`config.mk`:
```
export PLATFORM = sky130hd
export DESIGN_NAME = fetch_unit_flat
export DESIGN_NICKNAME = d
export VERILOG_FILES = /design/src/rtl/fetch_pkg.sv /design/src/rtl/fetch_if.sv /design/src/rtl/ifid_reg.sv /design/src/rtl/fetch_unit.sv /design/src/flat_wrapper.sv
export SDC_FILE = /design/constraint.sdc
export NUM_CORES = 1
export LEC_CHECK = 0
export CELL_PAD_IN_SITES_DETAIL_PLACEMENT = 2
export CELL_PAD_IN_SITES_GLOBAL_PLACEMENT = 2
export CORE_AREA = 3 3 195 197
export DETAILED_ROUTE_END_ITERATION = 10
export DIE_AREA = 0 0 198 200
export PLACE_DENSITY_LB_ADDON = 0.12
export SLEW_MARGIN = 20
export SYNTH_ARGS = -nofsm -noshare
export SYNTH_HDL_FRONTEND = slang
export SYNTH_SLANG_ARGS = --single-unit
export TNS_END_PERCENT = 50
```
`constraint.sdc`:
```
create_clock -name clk -period 4.25 [get_ports clk]
set_input_delay 0.6375 -clock clk [delete_from_list [all_inputs] [get_ports clk]]
set_output_delay 0.6375 -clock clk [all_outputs]
set_load 0.02 [all_outputs]
```
`src/rtl/fetch_pkg.sv`:
```
// rtl/fetch_pkg.sv - shared types and constants for the instruction fetch unit
package fetch_pkg;

    typedef enum logic [1:0] {
        FETCH = 2'd0,
        HOLD  = 2'd1,
        DROP  = 2'd2
    } fetch_state_t;

    localparam logic [31:0] NOP_INSTR = 32'h0000_0013;
    localparam logic [31:0] PC_INCR   = 32'd4;

    function automatic logic [31:0] pc_plus4(input logic [31:0] pc);
        return pc + PC_INCR;
    endfunction

endpackage

```
`src/rtl/fetch_if.sv`:
```
// rtl/fetch_if.sv - instruction memory request/response bus
interface fetch_if;
    logic        imem_req;
    logic [31:0] imem_addr;
    logic        imem_ready;
    logic [31:0] imem_rdata;

    modport master (output imem_req, output imem_addr, input imem_ready, input imem_rdata);
    modport slave  (input imem_req, input imem_addr, output imem_ready, output imem_rdata);
endinterface

```
`src/rtl/ifid_reg.sv`:
```
// rtl/ifid_reg.sv - IF/ID pipeline register with load/clear/hold; FETCH_MISALIGN_EN adds misalign flag
module ifid_reg
    import fetch_pkg::*;
(
    input  logic        clk,
    input  logic        reset,
    input  logic        load,
    input  logic        clear,
    input  logic [31:0] load_pc,
    input  logic [31:0] load_instr,
`ifdef FETCH_MISALIGN_EN
    input  logic        load_misalign,
    output logic        ifid_misalign,
`endif
    output logic        ifid_valid,
    output logic [31:0] ifid_pc,
    output logic [31:0] ifid_instr,
    output logic [31:0] ifid_pc4
);

    // Clear only drops valid; the payload keeps its last value.
    always_ff @(posedge clk) begin
        if (reset) begin
            ifid_valid    <= 1'b0;
            ifid_pc       <= 32'd0;
            ifid_instr    <= NOP_INSTR;
            ifid_pc4      <= 32'd0;
`ifdef FETCH_MISALIGN_EN
            ifid_misalign <= 1'b0;
`endif
        end else if (clear) begin
            ifid_valid <= 1'b0;
        end else if (load) begin
            ifid_valid    <= 1'b1;
            ifid_pc       <= load_pc;
            ifid_instr    <= load_instr;
            ifid_pc4      <= pc_plus4(load_pc);
`ifdef FETCH_MISALIGN_EN
            ifid_misalign <= load_misalign;
`endif
        end
    end

endmodule

```
`src/rtl/fetch_unit.sv`:
```
// rtl/fetch_unit.sv - IF stage: imem handshake, stall hold buffer, flush drop; FETCH_MISALIGN_EN enables misalign trap
module fetch_unit
    import fetch_pkg::*;
(
    input  logic        clk,
    input  logic        reset,
    input  logic [31:0] pc_in,
    input  logic        stall,
    input  logic        flush,
    input  logic [31:0] redirect_pc,
    fetch_if.master     imem,
    output logic        pc_write,
    output logic [31:0] next_pc,
`ifdef FETCH_MISALIGN_EN
    output logic        ifid_misalign,
`endif
    output logic        ifid_valid,
    output logic [31:0] ifid_pc,
    output logic [31:0] ifid_instr,
    output logic [31:0] ifid_pc4
);

    fetch_state_t state_q, state_d;
    logic [31:0]  hold_pc, hold_instr, drop_addr;
    logic [31:0]  fetch_addr, load_pc, load_instr;
    logic         ifid_load, ifid_clear, hold_capture, drop_capture;
`ifdef FETCH_MISALIGN_EN
    logic         load_misalign;
`endif

    always_ff @(posedge clk) begin
        if (reset) begin
            state_q    <= FETCH;
            hold_pc    <= 32'd0;
            hold_instr <= 32'd0;
            drop_addr  <= 32'd0;
        end else begin
            state_q <= state_d;
            if (hold_capture) begin
                hold_pc    <= pc_in;
                hold_instr <= imem.imem_rdata;
            end
            if (drop_capture)
                drop_addr <= pc_in;
        end
    end

    always_comb begin
        state_d       = state_q;
        imem.imem_req = 1'b0;
        fetch_addr    = pc_in;
        pc_write      = 1'b0;
        next_pc       = pc_plus4(pc_in);
        ifid_load     = 1'b0;
        ifid_clear    = 1'b0;
        load_pc       = pc_in;
        load_instr    = imem.imem_rdata;
        hold_capture  = 1'b0;
        drop_capture  = 1'b0;
`ifdef FETCH_MISALIGN_EN
        load_misalign = 1'b0;
`endif
        if (!reset) begin
            unique case (state_q)
                FETCH: begin
`ifdef FETCH_MISALIGN_EN
                    // A misaligned PC never reaches memory; it parks until redirected.
                    if (pc_in[1:0] != 2'b00) begin
                        if (flush) begin
                            pc_write   = 1'b1;
                            next_pc    = redirect_pc;
                            ifid_clear = 1'b1;
                        end else if (!stall) begin
                            ifid_load     = 1'b1;
                            load_instr    = NOP_INSTR;
                            load_misalign = 1'b1;
                        end
                    end else
`endif
                    begin
                        imem.imem_req = 1'b1;
                        if (flush) begin
                            pc_write   = 1'b1;
                            next_pc    = redirect_pc;
                            ifid_clear = 1'b1;
                            // The pending request must still complete before refetching.
                            if (!imem.imem_ready) begin
                                drop_capture = 1'b1;
                                state_d      = DROP;
                            end
                        end else if (imem.imem_ready) begin
                            if (!stall) begin
                                ifid_load = 1'b1;
                                pc_write  = 1'b1;
                            end else begin
                                hold_capture = 1'b1;
                                state_d      = HOLD;
                            end
                        end else if (!stall) begin
                            ifid_clear = 1'b1;
                        end
                    end
                end
                HOLD: begin
                    if (flush) begin
                        pc_write   = 1'b1;
                        next_pc    = redirect_pc;
                        ifid_clear = 1'b1;
                        state_d    = FETCH;
                    end else if (!stall) begin
                        ifid_load  = 1'b1;
                        load_pc    = hold_pc;
                        load_instr = hold_instr;
                        pc_write   = 1'b1;
                        next_pc    = pc_plus4(hold_pc);
                        state_d    = FETCH;
                    end
                end
                DROP: begin
                    imem.imem_req = 1'b1;
                    fetch_addr    = drop_addr;
                    if (flush) begin
                        pc_write   = 1'b1;
                        next_pc    = redirect_pc;
                        ifid_clear = 1'b1;
                    end
                    if (imem.imem_ready)
                        state_d = FETCH;
                end
                default: state_d = FETCH;
            endcase
        end
    end

`ifdef FETCH_MISALIGN_EN
    assign imem.imem_addr = fetch_addr;
`else
    assign imem.imem_addr = fetch_addr & ~32'h3;
`endif

    ifid_reg u_ifid_reg (
        .clk           (clk),
        .reset         (reset),
        .load          (ifid_load),
        .clear         (ifid_clear),
        .load_pc       (load_pc),
        .load_instr    (load_instr),
`ifdef FETCH_MISALIGN_EN
        .load_misalign (load_misalign),
        .ifid_misalign (ifid_misalign),
`endif
        .ifid_valid    (ifid_valid),
        .ifid_pc       (ifid_pc),
        .ifid_instr    (ifid_instr),
        .ifid_pc4      (ifid_pc4)
    );

endmodule

```
`src/flat_wrapper.sv`:
```
// flat-port wrapper written by rule: the top's interface ports become plain ports
module fetch_unit_flat import fetch_pkg::*;
  (clk, reset, pc_in, stall, flush, redirect_pc, pc_write, next_pc, ifid_valid, ifid_pc, ifid_instr, ifid_pc4, imem_imem_req, imem_imem_addr, imem_imem_ready, imem_imem_rdata);
  fetch_if imem_i ();
  input  logic clk;
  input  logic reset;
  input  logic [31:0] pc_in;
  input  logic stall;
  input  logic flush;
  input  logic [31:0] redirect_pc;
  output logic pc_write;
  output logic [31:0] next_pc;
  output logic ifid_valid;
  output logic [31:0] ifid_pc;
  output logic [31:0] ifid_instr;
  output logic [31:0] ifid_pc4;
  output wire logic [$bits(imem_i.imem_req)-1:0] imem_imem_req;
  output wire logic [$bits(imem_i.imem_addr)-1:0] imem_imem_addr;
  input wire logic [$bits(imem_i.imem_ready)-1:0] imem_imem_ready;
  input wire logic [$bits(imem_i.imem_rdata)-1:0] imem_imem_rdata;
  assign imem_imem_req = imem_i.imem_req;
  assign imem_imem_addr = imem_i.imem_addr;
  assign imem_i.imem_ready = imem_imem_ready;
  assign imem_i.imem_rdata = imem_imem_rdata;
  fetch_unit u_core (.clk(clk), .reset(reset), .pc_in(pc_in), .stall(stall), .flush(flush), .redirect_pc(redirect_pc), .imem(imem_i), .pc_write(pc_write), .next_pc(next_pc), .ifid_valid(ifid_valid), .ifid_pc(ifid_pc), .ifid_instr(ifid_instr), .ifid_pc4(ifid_pc4));
endmodule
```
==> Word-level counts from Yosys, hierarchy flattened <==
Cells that the tools add are included.
{ "word_totals": {"elab_cells": 73, "input_bits": 101, "regBits": 195, "out_inout_bits": 163} }
{ "op_classes": {"n_mux": 48, "addsub": 3, "reduce_logical": 6, "n_bitwise": 1, "eq_ne": 7} }
{ "ops": {"columns": ["op", "count"], "rows": [
  ["two-way mux 32 bit", 13],
  ["adder 32 x 3 -> 32 bit (second input constant)", 3],
  ["one-hot mux 32 bit (2 select lines)", 1],
  ["two-way mux 1 bit", 23],
  ["two-way mux 2 bit", 7],
  ["!= test 3 bit (second input constant)", 4],
  ["one-hot mux 2 bit (3 select lines)", 1],
  ["OR reduction 2 bit", 3],
  ["AND reduction 5 bit", 1],
  ["one-hot mux 1 bit (2 select lines)", 2],
  ["one-hot mux 1 bit (3 select lines)", 1],
  ["== test 2 x 1 -> 1 bit (second input constant)", 1],
  ["== test 2 bit (second input constant)", 1],
  ["logical NOT 2 bit", 1],
  ["!= test 2 bit (second input constant)", 1],
  ["AND reduction 2 bit", 1],
  ["inverter 1 bit", 1]
]} }

==> Logic depth before layout (Yosys ltp) <==
{ "depth": {"depth_word": 7, "ltp_mapped": 16, "depth_no_buf": 11} }

==> Cells and area by module <==
Synthesis repeated with hierarchy kept, for this count alone.
{ "hier_totals": {"hier_cells": 1451, "area_unflattened_um2": 11054.4} }
{ "by_module_without_submodules": {"columns": ["mod", "seq_area_each_um2", "area_each_um2", "n_inst", "cells_per_inst"], "rows": [
  ["fetch_unit", 1921.8, 7169.4, 1, 962],
  ["ifid_reg", 1901.8, 3885.0, 1, 489]
]} }

==> Worst setup path after synthesis <==
No wires, ideal clock.
{ "synth_timing": {"path_type": "in2out", "startpoint": "input pc_in[9]", "endpoint": "output next_pc[17]", "t_arrival_ns": 2.533, "slack_ns": 1.080, "n_path_buf": 1, "required_ns": 3.612, "path_stages": 7, "cell_sequence": "clkbuf_1 nand3_1 or4_1 nor3_1 nor4_1 a2bb2oi_1 nor3_1"} }
{ "synth_via": {"elab_chain_cells": 5, "elab_cells_between_ends": 6, "classes_between": "1 x add/sub; 5 x mux"} }
{ "synth_lines": {"columns": ["element", "line_no", "source"], "rows": [
  ["start: declaration", "flat_wrapper.sv:7", "input logic [31:0] pc_in;"],
  ["adder 32 x 3 -> 32 bit *", "fetch_pkg.sv:14", "return pc + PC_INCR;"],
  ["two-way mux 32 bit", "fetch_unit.sv:110", "end else if (!stall) begin"],
  ["two-way mux 32 bit", "fetch_unit.sv:105", "if (flush) begin"],
  ["one-hot mux 32 bit (2 select lines)", "fetch_unit.sv:64", "unique case (state_q)"],
  ["two-way mux 32 bit *", "fetch_unit.sv:63", "if (!reset) begin"],
  ["end: declaration", "flat_wrapper.sv:12", "output logic [31:0] next_pc;"]
]} }
Mark *: on every way between the ends. The rest lies on a longest branch, timed or not.

==> Final worst setup path <==
{ "layout_timing": {"startpoint": "input pc_in[6]", "endpoint": "output next_pc[11]"} }
Same word-level chain as after synthesis.

==> flow_summary_export.csv <==
group,metric,value,unit
critical_path,crit_type,"input port to output pin",
hold_path,hold_start,"u_core.hold_instr[26]",
critical_path,r2r_slack,1030,ps
global_routing,antenna_found_initial,2,
global_routing,grt_max_degree,97,
hold_path,hp-class,"flip-flop to flip-flop",
cells_and_area,final_cell_mix,"280 x nand2_1, 260 x clkdlybuf4s50_1, 189 x dfxtp_1, 132 x nor2_1, 109 x a21oi_1",
critical_path,crit_family,"buffers and inverters",
cells_and_area,final_common_cell,"nand2_1",
drt,drcViolationCount,0,
critical_path,path_cells,"clkdlybuf4s50_1, nand3_1, buf_4, nor3_1, and3_1, xor2_1, o221ai_1, a221oi_1, clkdlybuf4s50_1",
critical_path,cp.arrival,3450,ps
critical_path,crit_end,"next_pc[11]",
clock_tree,ctsHoldBuffers,0,
clock_tree,root_buffer,"clkbuf_16",
cells_and_area,nNetsFinal,1787,
yosys,ys.flop_type,"dfxtp_1",
floorplanning,initial_core_util,0.299,
global_routing,grt_pass1_vias,12400,
place,dpl.hpwl,37600,µm
timing,tightest_slew,1000,ps
global_routing,overflow,0,
floorplanning,io_pins,264,
critical_path,path_depth,9,
floorplanning,placementRows,70,
drt,detail-route-antenna-nets,0,
clock_tree,clock-sinks,191,
pwr,power_density,312,nW/µm²
status,status,"complete, no violations",
yosys,yosysSeqAreaShare,0.350,
timing,hold_slack,460,ps
critical_path,cpPeakStageDelay,660,ps
timing,finalSetupTns,0,ps
clock_tree,clk_path_buf_depth,2,
yosys,ys_seq_elements,191,
critical_path,worst-path-buf-inv,3,
timing,relSlewSlack,0.331,
cells_and_area,syn2layout_area_growth,36.7,%
pwr,combPwrFrac,0.249,
drt,drt_wl_total,50200,µm
critical_path,cp-startpoint,"pc_in[6]",
place,io_buffers,261,
floorplanning,die_x,198,µm
critical_path,critPathLaunchType,"input port",
yosys,synthArstFlopShare,0,
timing,fin_skew,16.8,ps
drt,drt-initial-drc-count,507,
timing,post-route-period-util,0.961,
critical_path,regToRegStartpoint,"u_core.state_q[1]",
global_routing,grt_first_pass_wirelength,76100,µm
yosys,synth.avg_cell_area,7.61,µm²
drt,wl_per_cell,23.3,µm
critical_path,slowest_stage,"clkdlybuf4s50_1",
clock_tree,clk-insertion-delay-late,470,ps
floorplanning,core,36400,µm²
place,place_congestion,0.875,
global_routing,groute.usage.overall,0.251,
timing,hold_viol,0,
yosys,ys_warn_count,0,
yosys,synth_cell_types,72,
clock_tree,clkTransAtPathRegs,60,ps
critical_path,r2r_cells,10,
job,maxCapViolCount,0,
timing,slew_viol_final,0,
yosys,syn_inst,1433,
pwr,switching_share,0.322,
timing,fin_crit,4080,ps
pwr,p_leak,0.00512,µW
timing,setup_viol,0,
yosys,synth_edf_count,0,
critical_path,worstReg2RegEnd,"u_core.u_ifid_reg.ifid_pc4[19]",
clock_tree,htree_levels,4,
drt,vias,11700,
pwr,p_clk_frac,0.343,
pwr,vdd_drop_max,301,µV
floorplanning,die_y,200,µm
drt,drtPass1Iterations,5,
floorplanning,die_area,39600,µm²
critical_path,required,3610,ps
critical_path,crit_path_end_kind,"output pin",
pwr,p_seq_frac,0.408,
drt,viasPerCell,5.43,
clock_tree,tritoncts,"done",
pwr,p_sw,1500,µW
cells_and_area,layout-drive-gt1-share,0.115,
pwr,power.internal,3160,µW
timing,rsz0062_at_grt,"no",
critical_path,crit_top_cell,"clkdlybuf4s50_1",
yosys,synth_area,10900,µm²
critical_path,critPathMaxFanout,5,
clock_tree,numCtsBuffers,17,
timing,fmax,245,MHz
-- registers in the layout, summed over array words and instances, names as in the netlist --
name	cells
u_core.hold_instr	32
u_core.hold_pc	32
u_core.drop_addr	30
u_core.state_q	2
u_core.u_ifid_reg.ifid_pc	32
u_core.u_ifid_reg.ifid_pc4	30
u_core.u_ifid_reg.ifid_instr	32
u_core.u_ifid_reg.ifid_valid	1
-- layer usage --
metal,GRT usage,share of wire
met1,0.307,0.42
met2,0.445,0.50
met3,0.0431,0.039
met4,0.0928,0.033
met5,0,0
-- tightest hold or removal path, delay by kind of cell, from the launching register on --
kind | cells | cell delay [ps]
AND/OR/NAND/NOR | 1 | 50
AO/OA/AOI/OAI | 1 | 50
flip-flops | 1 | 310
-- cell usage after synthesis (3+ instances only) --
cell type	instances	area share
a211oi_1	51	0.035
a21oi_1	109	0.050
a221oi_1	4	0.0032
a2bb2oi_1	7	0.0056
a31oi_1	9	0.0052
and2_1	5	0.0029
and3_1	10	0.0057
and4_1	6	0.0048
buf_1	7	0.0024
buf_2	14	0.0064
buf_4	4	0.0028
buf_6	4	0.0041
clkbuf_1	101	0.035
dfxtp_1	191	0.35
ha_1	7	0.0080
inv_1	10	0.0034
mux2_2	32	0.033
mux2i_1	65	0.060
nand2_1	280	0.096
nand3_1	55	0.025
nand4_1	27	0.015
nor2_1	134	0.046
nor2b_1	4	0.0023
nor3_1	30	0.014
nor3_2	4	0.0037
nor4_1	9	0.0052
nor4_2	5	0.0057
nor4_4	3	0.0058
o2111ai_1	3	0.0024
o211ai_1	18	0.012
o21a_1	4	0.0028
o21ai_0	76	0.035
o21ai_1	11	0.0050
o22ai_1	4	0.0023
o31ai_1	4	0.0028
o32ai_1	3	0.0024
or3_1	5	0.0029
xnor2_1	33	0.026
xor2_1	40	0.032
-- how the worst min path moves through the flow --
stage | to | cells past startpoint
floorplan | u_core.drop_addr[10] | 2
finish | u_core.hold_instr[26] | 2
CTS | u_core.hold_instr[26] | 2
global route | u_core.hold_instr[17] | 2
global placement | u_core.drop_addr[4] | 2
detailed placement | u_core.drop_addr[7] | 2
-- power groups by stage --
stage	clock, µW	combinational (µW)	sequential, µW
after floorplan	0	556	1960
after global placement	0	1140	1940
after detailed placement	0	1160	1940
after CTS	1650	1170	1900
after global routing	1710	1250	1910
final	1600	1160	1900
-- repair_timing --
| item | in CTS | in global routing |
|---|---|---|
| resized for setup | 1 | 8 |
| endpoints found under the hold margin | 0 | 0 |
| buffers inserted | 0 | 1 |
| pin swaps | 0 | 1 |
| setup endpoints to repair | 1 | 8 |
-- metrics by stage --
stage / setup WS, ps / area, µm² / utilization / total power [µW] / cells
floorplan: 1080 / 10900 / - / 2520 / 1434
global placement: 258 / 14300 / 0.393 / 3080 / 2127
detailed placement: 149 / 14300 / 0.393 / 3100 / 2127
CTS: 24.7 / 14900 / 0.408 / 4720 / 2158
global route: 2.79 / 14900 / 0.410 / 4860 / 2160
finish: 165 / 14900 / 0.410 / 4660 / 2160
-- logic make-up (layout without fill, tap and decap cells) --
group | Yosys count | count (layout) | synth area share
compound gates | 325 | 325 | 0.183
xor+xnor | 73 | 73 | 0.0586
fa+ha+maj | 7 | 7 | 0.00803
buf+inv | 144 | 401 | 0.0555
flops | 191 | 191 | 0.350
mux | 99 | 99 | 0.0953
other cells | 1 | 3 | 0.000344
simple gates | 593 | 593 | 0.249
-- layout make-up --
class | instances | area, µm²
clock inverters | 7 | 52.6
well taps | 468 | 586
diodes | 1 | 2.50
fillers | 4189 | 21500
inverters | 12 | 45.0
repair buffers | 358 | 3360
clock buffers | 24 | 492
flip-flops and latches | 191 | 3830
multi-input cells | 1099 | 6550
Power figures use the tool's default switching activity.
